File: config.mk
export PLATFORM = sky130hd
export DESIGN_NAME = frame_controller
export DESIGN_NICKNAME = d
export VERILOG_FILES = /design/src/rtl/frame_controller_pkg.sv /design/src/rtl/frame_controller_bit_counter.sv /design/src/rtl/frame_controller.sv
export SDC_FILE = /design/constraint.sdc
export NUM_CORES = 1
export LEC_CHECK = 0
export CORE_ASPECT_RATIO = 1.2
export CORE_UTILIZATION = 33
export DETAILED_ROUTE_END_ITERATION = 12
export GPL_TIMING_DRIVEN = 0
export PLACE_DENSITY = 0.65
export SLEW_MARGIN = 40
export SYNTH_ARGS = -nofsm -noshare
export SYNTH_HDL_FRONTEND = slang
export SYNTH_SLANG_ARGS = --single-unit
File: constraint.sdc
create_clock -name clk -period 2.4 [get_ports clk]
set_input_delay 0.24 -clock clk [delete_from_list [all_inputs] [get_ports clk]]
set_output_delay 0.24 -clock clk [all_outputs]
set_load 0.01 [all_outputs]
File: src/rtl/frame_controller_pkg.sv
// Shared definitions for the serial packet router control path: state encoding
// and field-length defaults used by both the controller and the datapath.
package frame_controller_pkg;

  localparam int ADDR_BITS_DEF = 6;
  localparam int SIZE_BITS_DEF = 6;
  localparam int CNT_W_DEF     = 8;

  typedef enum logic [2:0] {
    IDLE   = 3'd0,
    ADDR   = 3'd1,
    SIZE   = 3'd2,
    STREAM = 3'd3,
    DONE   = 3'd4
  } fc_state_t;

  function automatic int max_int(input int a, input int b);
    return (a > b) ? a : b;
  endfunction

endpackage

File: src/rtl/frame_controller_bit_counter.sv
// Phase bit counter: clear has priority over enable; reset clears to zero.
module bit_counter #(
  parameter int W = 6
) (
  input  logic         clk,
  input  logic         rst,
  input  logic         clr,
  input  logic         en,
  output logic [W-1:0] count
);

  always_ff @(posedge clk) begin
    if (rst || clr) begin
      count <= '0;
    end else if (en) begin
      count <= count + W'(1);
    end
  end

endmodule

File: src/rtl/frame_controller.sv
// Frame control FSM: start bit, address shift, size shift, payload stream,
// done pulse. Enables are registered from the next state; the send strobe
// is decoded live because size_chunk only settles on the SIZE-to-STREAM edge.
module frame_controller
  import frame_controller_pkg::*;
#(
  parameter int ADDR_BITS = ADDR_BITS_DEF,
  parameter int SIZE_BITS = SIZE_BITS_DEF,
  parameter int CNT_W     = CNT_W_DEF
) (
  input  logic                 clk,
  input  logic                 rst,
  input  logic                 serIn,
  input  logic [SIZE_BITS-1:0] size_chunk,
  output logic                 Sreg1_en,
  output logic                 Sreg2_en,
  output logic                 send_to_smbs,
  output logic                 busy,
  output logic                 done,
  output logic [CNT_W-1:0]     frame_cnt,
  output logic [2:0]           state_dbg
);

  localparam int BC_W = max_int($clog2(ADDR_BITS), SIZE_BITS);

  fc_state_t         state, state_n;
  logic [BC_W-1:0]   cnt;
  logic [BC_W:0]     cnt_inc;
  logic [BC_W:0]     size_ext;
  logic              cnt_clr, cnt_en;
  logic              addr_last, size_last, stream_last;

  bit_counter #(.W(BC_W)) u_bit_counter (
    .clk   (clk),
    .rst   (rst),
    .clr   (cnt_clr),
    .en    (cnt_en),
    .count (cnt)
  );

  assign cnt_inc     = {1'b0, cnt} + (BC_W+1)'(1);
  assign size_ext    = (BC_W+1)'(size_chunk);
  assign addr_last   = (cnt == BC_W'(ADDR_BITS - 1));
  assign size_last   = (cnt == BC_W'(SIZE_BITS - 1));
  // A zero-length payload still spends one cycle in STREAM, with no strobe.
  assign stream_last = (size_chunk == '0) || (cnt_inc == size_ext);

  assign send_to_smbs = (state == STREAM) && ({1'b0, cnt} != size_ext);
  assign state_dbg    = state;

  always_comb begin
    state_n = state;
    cnt_clr = 1'b0;
    cnt_en  = 1'b0;
    case (state)
      IDLE: begin
        cnt_clr = 1'b1;
        if (!serIn) state_n = ADDR;
      end
      ADDR: begin
        if (addr_last) begin
          state_n = SIZE;
          cnt_clr = 1'b1;
        end else begin
          cnt_en = 1'b1;
        end
      end
      SIZE: begin
        if (size_last) begin
          state_n = STREAM;
          cnt_clr = 1'b1;
        end else begin
          cnt_en = 1'b1;
        end
      end
      STREAM: begin
        if (stream_last) begin
          state_n = DONE;
          cnt_clr = 1'b1;
        end else begin
          cnt_en = 1'b1;
        end
      end
      DONE: begin
        state_n = IDLE;
        cnt_clr = 1'b1;
      end
      default: begin
        state_n = IDLE;
        cnt_clr = 1'b1;
      end
    endcase
  end

  always_ff @(posedge clk) begin
    if (rst) begin
      state     <= IDLE;
      Sreg1_en  <= 1'b0;
      Sreg2_en  <= 1'b0;
      busy      <= 1'b0;
      done      <= 1'b0;
      frame_cnt <= '0;
    end else begin
      state    <= state_n;
      Sreg1_en <= (state_n == ADDR);
      Sreg2_en <= (state_n == SIZE);
      busy     <= (state_n != IDLE);
      done     <= (state_n == DONE);
      if (state == DONE) frame_cnt <= frame_cnt + CNT_W'(1);
    end
  end

endmodule
==> results of run 1 <==
## sequential cells by signal, summed over array words and instances, names as in the netlist
signal and cells:
busy 1, Sreg2_en 1, u_bit_counter.count 6, Sreg1_en 1, done 1, frame_cnt 8, state_dbg 3
## power by group
group,switching (mW),internal [mW],total [mW]
clock,0.107,0.0650,0.172
combinational,0.0325,0.0348,0.0673
sequential,0.00316,0.354,0.357
## kinds of logic (layout without fill, tap and decap cells)
family                   Yosys count  in the layout  synth area share (%)
adder cells (fa/ha/maj)            3              3                 3.445
multiplexers                       3              3                 2.756
AND/OR/NAND/NOR                   42             42                 21.24
flip-flops                        21             21                 38.58
XOR/XNOR                          20             20                 16.07
AO/OA/AOI/OAI                     24             24                 15.04
buffers and inverters              8             36                 2.869
## routing by layer
layer,vias up,share of wire (%)
met1,453,40
met3,7,6.1
met2,39,51
met5,-,0
met4,0,2.9
li1,485,-
## area by class of cell
type	count	area (sq um)	area share, %
Clock buffer	4	26.28	1.870
Timing Repair Buffer	24	240.2	17.10
Inverter	3	11.26	0.8014
Buffer	5	20.02	1.425
Multi-Input combinational cell	92	641.9	45.68
Sequential cell	21	420.4	29.92
Tap cell	36	45.04	3.206
## path summary, 6_finish.rpt
path	start	to	slack [ns]	cells after the start
max reg2reg	u_bit_counter.count[0]$_SDFFE_PP0P_	state_dbg[0]$_SDFF_PP0_	0.20	6
min	u_bit_counter.count[0]$_SDFFE_PP0P_	u_bit_counter.count[0]$_SDFFE_PP0P_	0.53	1
max	u_bit_counter.count[0]$_SDFFE_PP0P_	state_dbg[0]$_SDFF_PP0_	0.20	6
min reg2reg	u_bit_counter.count[0]$_SDFFE_PP0P_	u_bit_counter.count[0]$_SDFFE_PP0P_	0.53	1
## cell usage in the layout, fill, tap and decap left out, types with 2 or more instances in the layout
master and n:
clkbuf_4 3, and3_1 3, a21oi_1 10, nor2_1 12, clkbuf_1 5, a211oi_1 4
mux2i_1 3, xnor2_1 8, nand4_1 3, clkdlybuf4s50_1 24, nor3_1 2, nand2_1 6
nand3_1 4, dfxtp_1 21, nor4_1 3, ha_1 3, xor2_1 12, inv_1 3
## through the flow
stage / util, % / hold WS (ns) / area (sq um) / std cells
floorplan: - / 0.3896 / 1090 / 121
finish: 45.17 / 0.5320 / 1405 / 185
detailed placement: 44.21 / 0.5122 / 1375 / 181
global placement: 44.21 / 0.4965 / 1375 / 181
global route: 45.17 / 0.5849 / 1405 / 185
CTS: 45.05 / 0.5407 / 1401 / 185
## what timing repair did
item                       4_1_cts  5_1_grt
hold buffers                     0        0
gates resized for setup          0        1
setup endpoints to repair        0        8
==> impl_metrics.toml, run 1 <==
[routing]
drt_wl_total_mm = 2.359
ant_nets = 0
drtIter0Drc = 25
drc = 0
wl_per_cell_um = 12.75
vias_per_cell = 5.319
vias = 984
first_pass_iters = 4

[layout]
fillers = 317
syn2layout_area_growth_pct = 28.93
nets = 162
drive_above_1_share_pct = 8.054
diodes = 0

[clock_network]
numCtsBuffers = 3
cts_root_buf = "clkbuf_4"
clk_latency_ns = 0.31
clock-sinks = 21
cts_setup_buffers = 0
cts.path.max_buffers = 2
clk_pin_slew_ns = 0.12
ctsHtreeMaxLevel = 1
cts_tree = "yes"

[grt]
grt.total_usage_pct = 15.29
use_met2_pct = 27.59
gr-total-overflow = 0
gr-usage-met3_pct = 2.817
grt_max_degree = 12
busiest_layer = "met2"
grt_pass1_wl_mm = 3.953
use_met1_pct = 15.48
grt_pass1_vias = 979
antenna_found_initial = 0

[synthesis]
synthDistinctLibCells = 36
syn_nets = 133
syn_area_per_cell_sq_um = 9.007
synth-seq-cells = 21
yosysMostFrequentCell = "dfxtp_1"
ys_seq_area_share_pct = 38.58
synth_area_sq_mm = 0.001090
netlist_instances = 121
synth_area_leaders = "dfxtp_1 (39%), xor2_1 (9.6%), xnor2_1 (6.4%), a21oi_1 (4.6%), nor2_1 (4.1%)"
yosysTopAreaCell = "dfxtp_1"
synth_top_area_share_pct = 38.58
synth_edf_count = 0
ys_async_sr_fraction_pct = 0
yosysWarnings = 0
yosys_most_used_dff = "dfxtp_1"
synth_commonest_cells = "dfxtp_1 (21), nor2_1 (12), xor2_1 (12)"

[hold_path]
hp-class = "register to register"

[pwr]
vdd_drop_max_uv = 195.5
p_leak_nw = 0.5060
total_power_mw = 0.5958
powerDensity_mw_per_mm2 = 424.0

[timing]
fin_worst_skew_ns = 0.01017
fin_crit_sh_pct = 91.73
fin_ws_ns = 0.1986
tns_ns = 0
grt_setup_unrepaired = "no"
hold_violations = 0
setup_viol = 0
fmax_mhz = 454.3
worst_slew_margin_rel_pct = 62.60
period_needed_ns = 2.201
slew_viol_final = 0
tightest_slew_ns = 0.5577

[critical_path]
crit_slowest_cell = "dfxtp_1"
path_cells = "ha_1 -> and3_2 -> o32ai_1 -> a2111o_1 -> or3_4 -> a21bo_2"
worstSetupPathType = "register to register"
path_delay_family = "compound AO/OA/AOI/OAI gates"
required_ns = 2.62
endpoint_kind = "register"
cp.arrival_ns = 2.43
slowest_delay_ns = 0.43
startpoint_type = "register"
crit_buf_inv = 0
worstPathMaxFanout = 5

[run]
maxCapViolCount = 0

[placement]
port_buffers = 24
pre_cts_slack_ns = 0.09977
post-dp-hpwl_mm = 1.869
gp_congestion = 0.8667

[floorplan]
die_area_sq_mm = 0.003537
core_area_sq_mm = 0.003110
die_h_um = 64.95
rows = 22
die_w_um = 54.46
start_util_pct = 35.04
io_pins = 25

[run_status]
status = "complete, no violations"
Power figures use the tool's default switching activity.
==> run 2, diff against run 1 <==
--- a/config.mk
+++ b/config.mk
@@ -7,7 +7,9 @@
 export LEC_CHECK = 0
 export CORE_ASPECT_RATIO = 1.2
 export CORE_UTILIZATION = 33
+export CTS_BUF_LIST = sky130_fd_sc_hd__clkbuf_8
 export DETAILED_ROUTE_END_ITERATION = 12
+export GPL_ROUTABILITY_DRIVEN = 0
 export GPL_TIMING_DRIVEN = 0
 export PLACE_DENSITY = 0.65
 export SLEW_MARGIN = 40
==> impl_metrics.toml, run 2 (same netlist as run 1, synthesis figures left out) <==
[layout]
syn2layout_area_growth_pct = 30.65
final_common_cell = "clkdlybuf4s50_1"
drive_above_1_share_pct = 8.054
seqCellArea_sq_um = 420.4
diodes = 0
multi_input_comb_area_sq_um = 641.9
nets = 162
top_register = "frame_cnt"
fin_cells = 185
largest_reg_flops = 8
fillers = 316
final_cell_mix = "clkdlybuf4s50_1 (24), dfxtp_1 (21), xor2_1 (12), nor2_1 (12), a21oi_1 (10)"

[floorplan]
die_area_sq_mm = 0.003537
die_w_um = 54.46
die_h_um = 64.95
io_pins = 25
core_area_sq_mm = 0.003110
rows = 22
start_util_pct = 35.04

[timing]
tns_ns = 0
grt_setup_unrepaired = "no"
whs_ns = 0.5224
setup_viol = 0
fin_crit_sh_pct = 91.32
fin_worst_skew_ns = 0.006569
fmax_mhz = 456.3
worst_slew_margin_rel_pct = 62.46
tightest_slew_ns = 0.5598
period_needed_ns = 2.192
hold_violations = 0
slew_viol_final = 0

[routing]
drc = 0
vias_per_cell = 5.341
ant_nets = 0
first_pass_iters = 4
vias = 988
wl_per_cell_um = 12.69
drt_wl_total_mm = 2.348
drtIter0Drc = 25

[grt]
gr-total-overflow = 0
grt_max_degree = 12
grt.total_usage_pct = 15.24
grt_pass1_vias = 981
grt_pass1_wl_mm = 3.967
antenna_found_initial = 0

[placement]
dp.cells = 181
port_buffers = 24
post-dp-hpwl_mm = 1.869

[run]
maxCapViolCount = 0

[critical_path]
crit_buf_inv = 0
path_delay_family = "compound AO/OA/AOI/OAI gates"
worst-r2r-cell-count = 6
slowest_delay_ns = 0.42
crit_cells = 6
crit_slowest_cell = "dfxtp_1"
required_ns = 2.56
worstPathMaxFanout = 5
cp.arrival_ns = 2.36
path_cells = "ha_1 -> and3_2 -> o32ai_1 -> a2111o_1 -> or3_4 -> a21bo_2"
startpoint_type = "register"
endpoint_kind = "register"
worstSetupPathType = "register to register"

[pwr]
p_leak_nw = 0.5179
vdd_drop_max_uv = 242.3
powerDensity_mw_per_mm2 = 457.0

[hold_path]
hp-class = "register to register"
holdPathStages = 1

[clock_network]
cts_tree = "yes"
cts.path.max_buffers = 2
clk_pin_slew_ns = 0.08
cts_root_buf = "clkbuf_8"
clk_latency_ns = 0.26
clock-sinks = 21
cts_hold_buf = 0
ctsHtreeMaxLevel = 1
numCtsBuffers = 3
cts_setup_buffers = 0

[run_status]
status = "complete, no violations"
-- run 2: final cells by class --
class | instances | share of cell area (%)
flip-flops and latches | 21 | 29.53
inverters | 3 | 0.7909
well taps | 36 | 3.163
clock inverters | 1 | 0.2636
clock buffers | 3 | 2.900
multi-input cells | 92 | 45.08
repair buffers | 24 | 16.87
plain buffers | 5 | 1.406
-- run 2: timing repair --
| item | CTS | global route |
|---|---|---|
| hold endpoints to repair | 0 | 0 |
| endpoints found under the setup margin | 0 | 8 |
| gates resized for setup | 0 | 1 |
-- run 2: through the flow --
stage,cell area [sq um],power [mW],utilization (%),worst slack (ns)
global placement,1375,0.4303,44.21,0.09111
CTS,1420,0.6566,45.66,0.1719
floorplan,1090,0.3989,-,0.4067
finish,1424,0.6507,45.78,0.2084
global route,1424,0.6816,45.78,0.05657
detailed placement,1375,0.4314,44.21,0.09977
-- run 2: path summary, 6_finish.rpt --
| kind | slack, ns | to | startpoint |
|---|---|---|---|
| max | 0.21 | state_dbg[0]$_SDFF_PP0_ | u_bit_counter.count[0]$_SDFFE_PP0P_ |
| min | 0.52 | u_bit_counter.count[0]$_SDFFE_PP0P_ | u_bit_counter.count[0]$_SDFFE_PP0P_ |
| max reg2reg | 0.21 | state_dbg[0]$_SDFF_PP0_ | u_bit_counter.count[0]$_SDFFE_PP0P_ |
| min reg2reg | 0.52 | u_bit_counter.count[0]$_SDFFE_PP0P_ | u_bit_counter.count[0]$_SDFFE_PP0P_ |
-- run 2: power breakdown --
group | internal [mW] | switching [mW] | total [mW]
Clock | 0.114 | 0.113 | 0.227
Combinational | 0.0348 | 0.0325 | 0.0673
Sequential | 0.353 | 0.00314 | 0.357
-- run 2: per-layer routing --
layer	routed length, um	global-route usage [%]
met4	66	8.654
met1	952	15.63
met2	1208	27.74
met3	120	2.113
met5	0	0
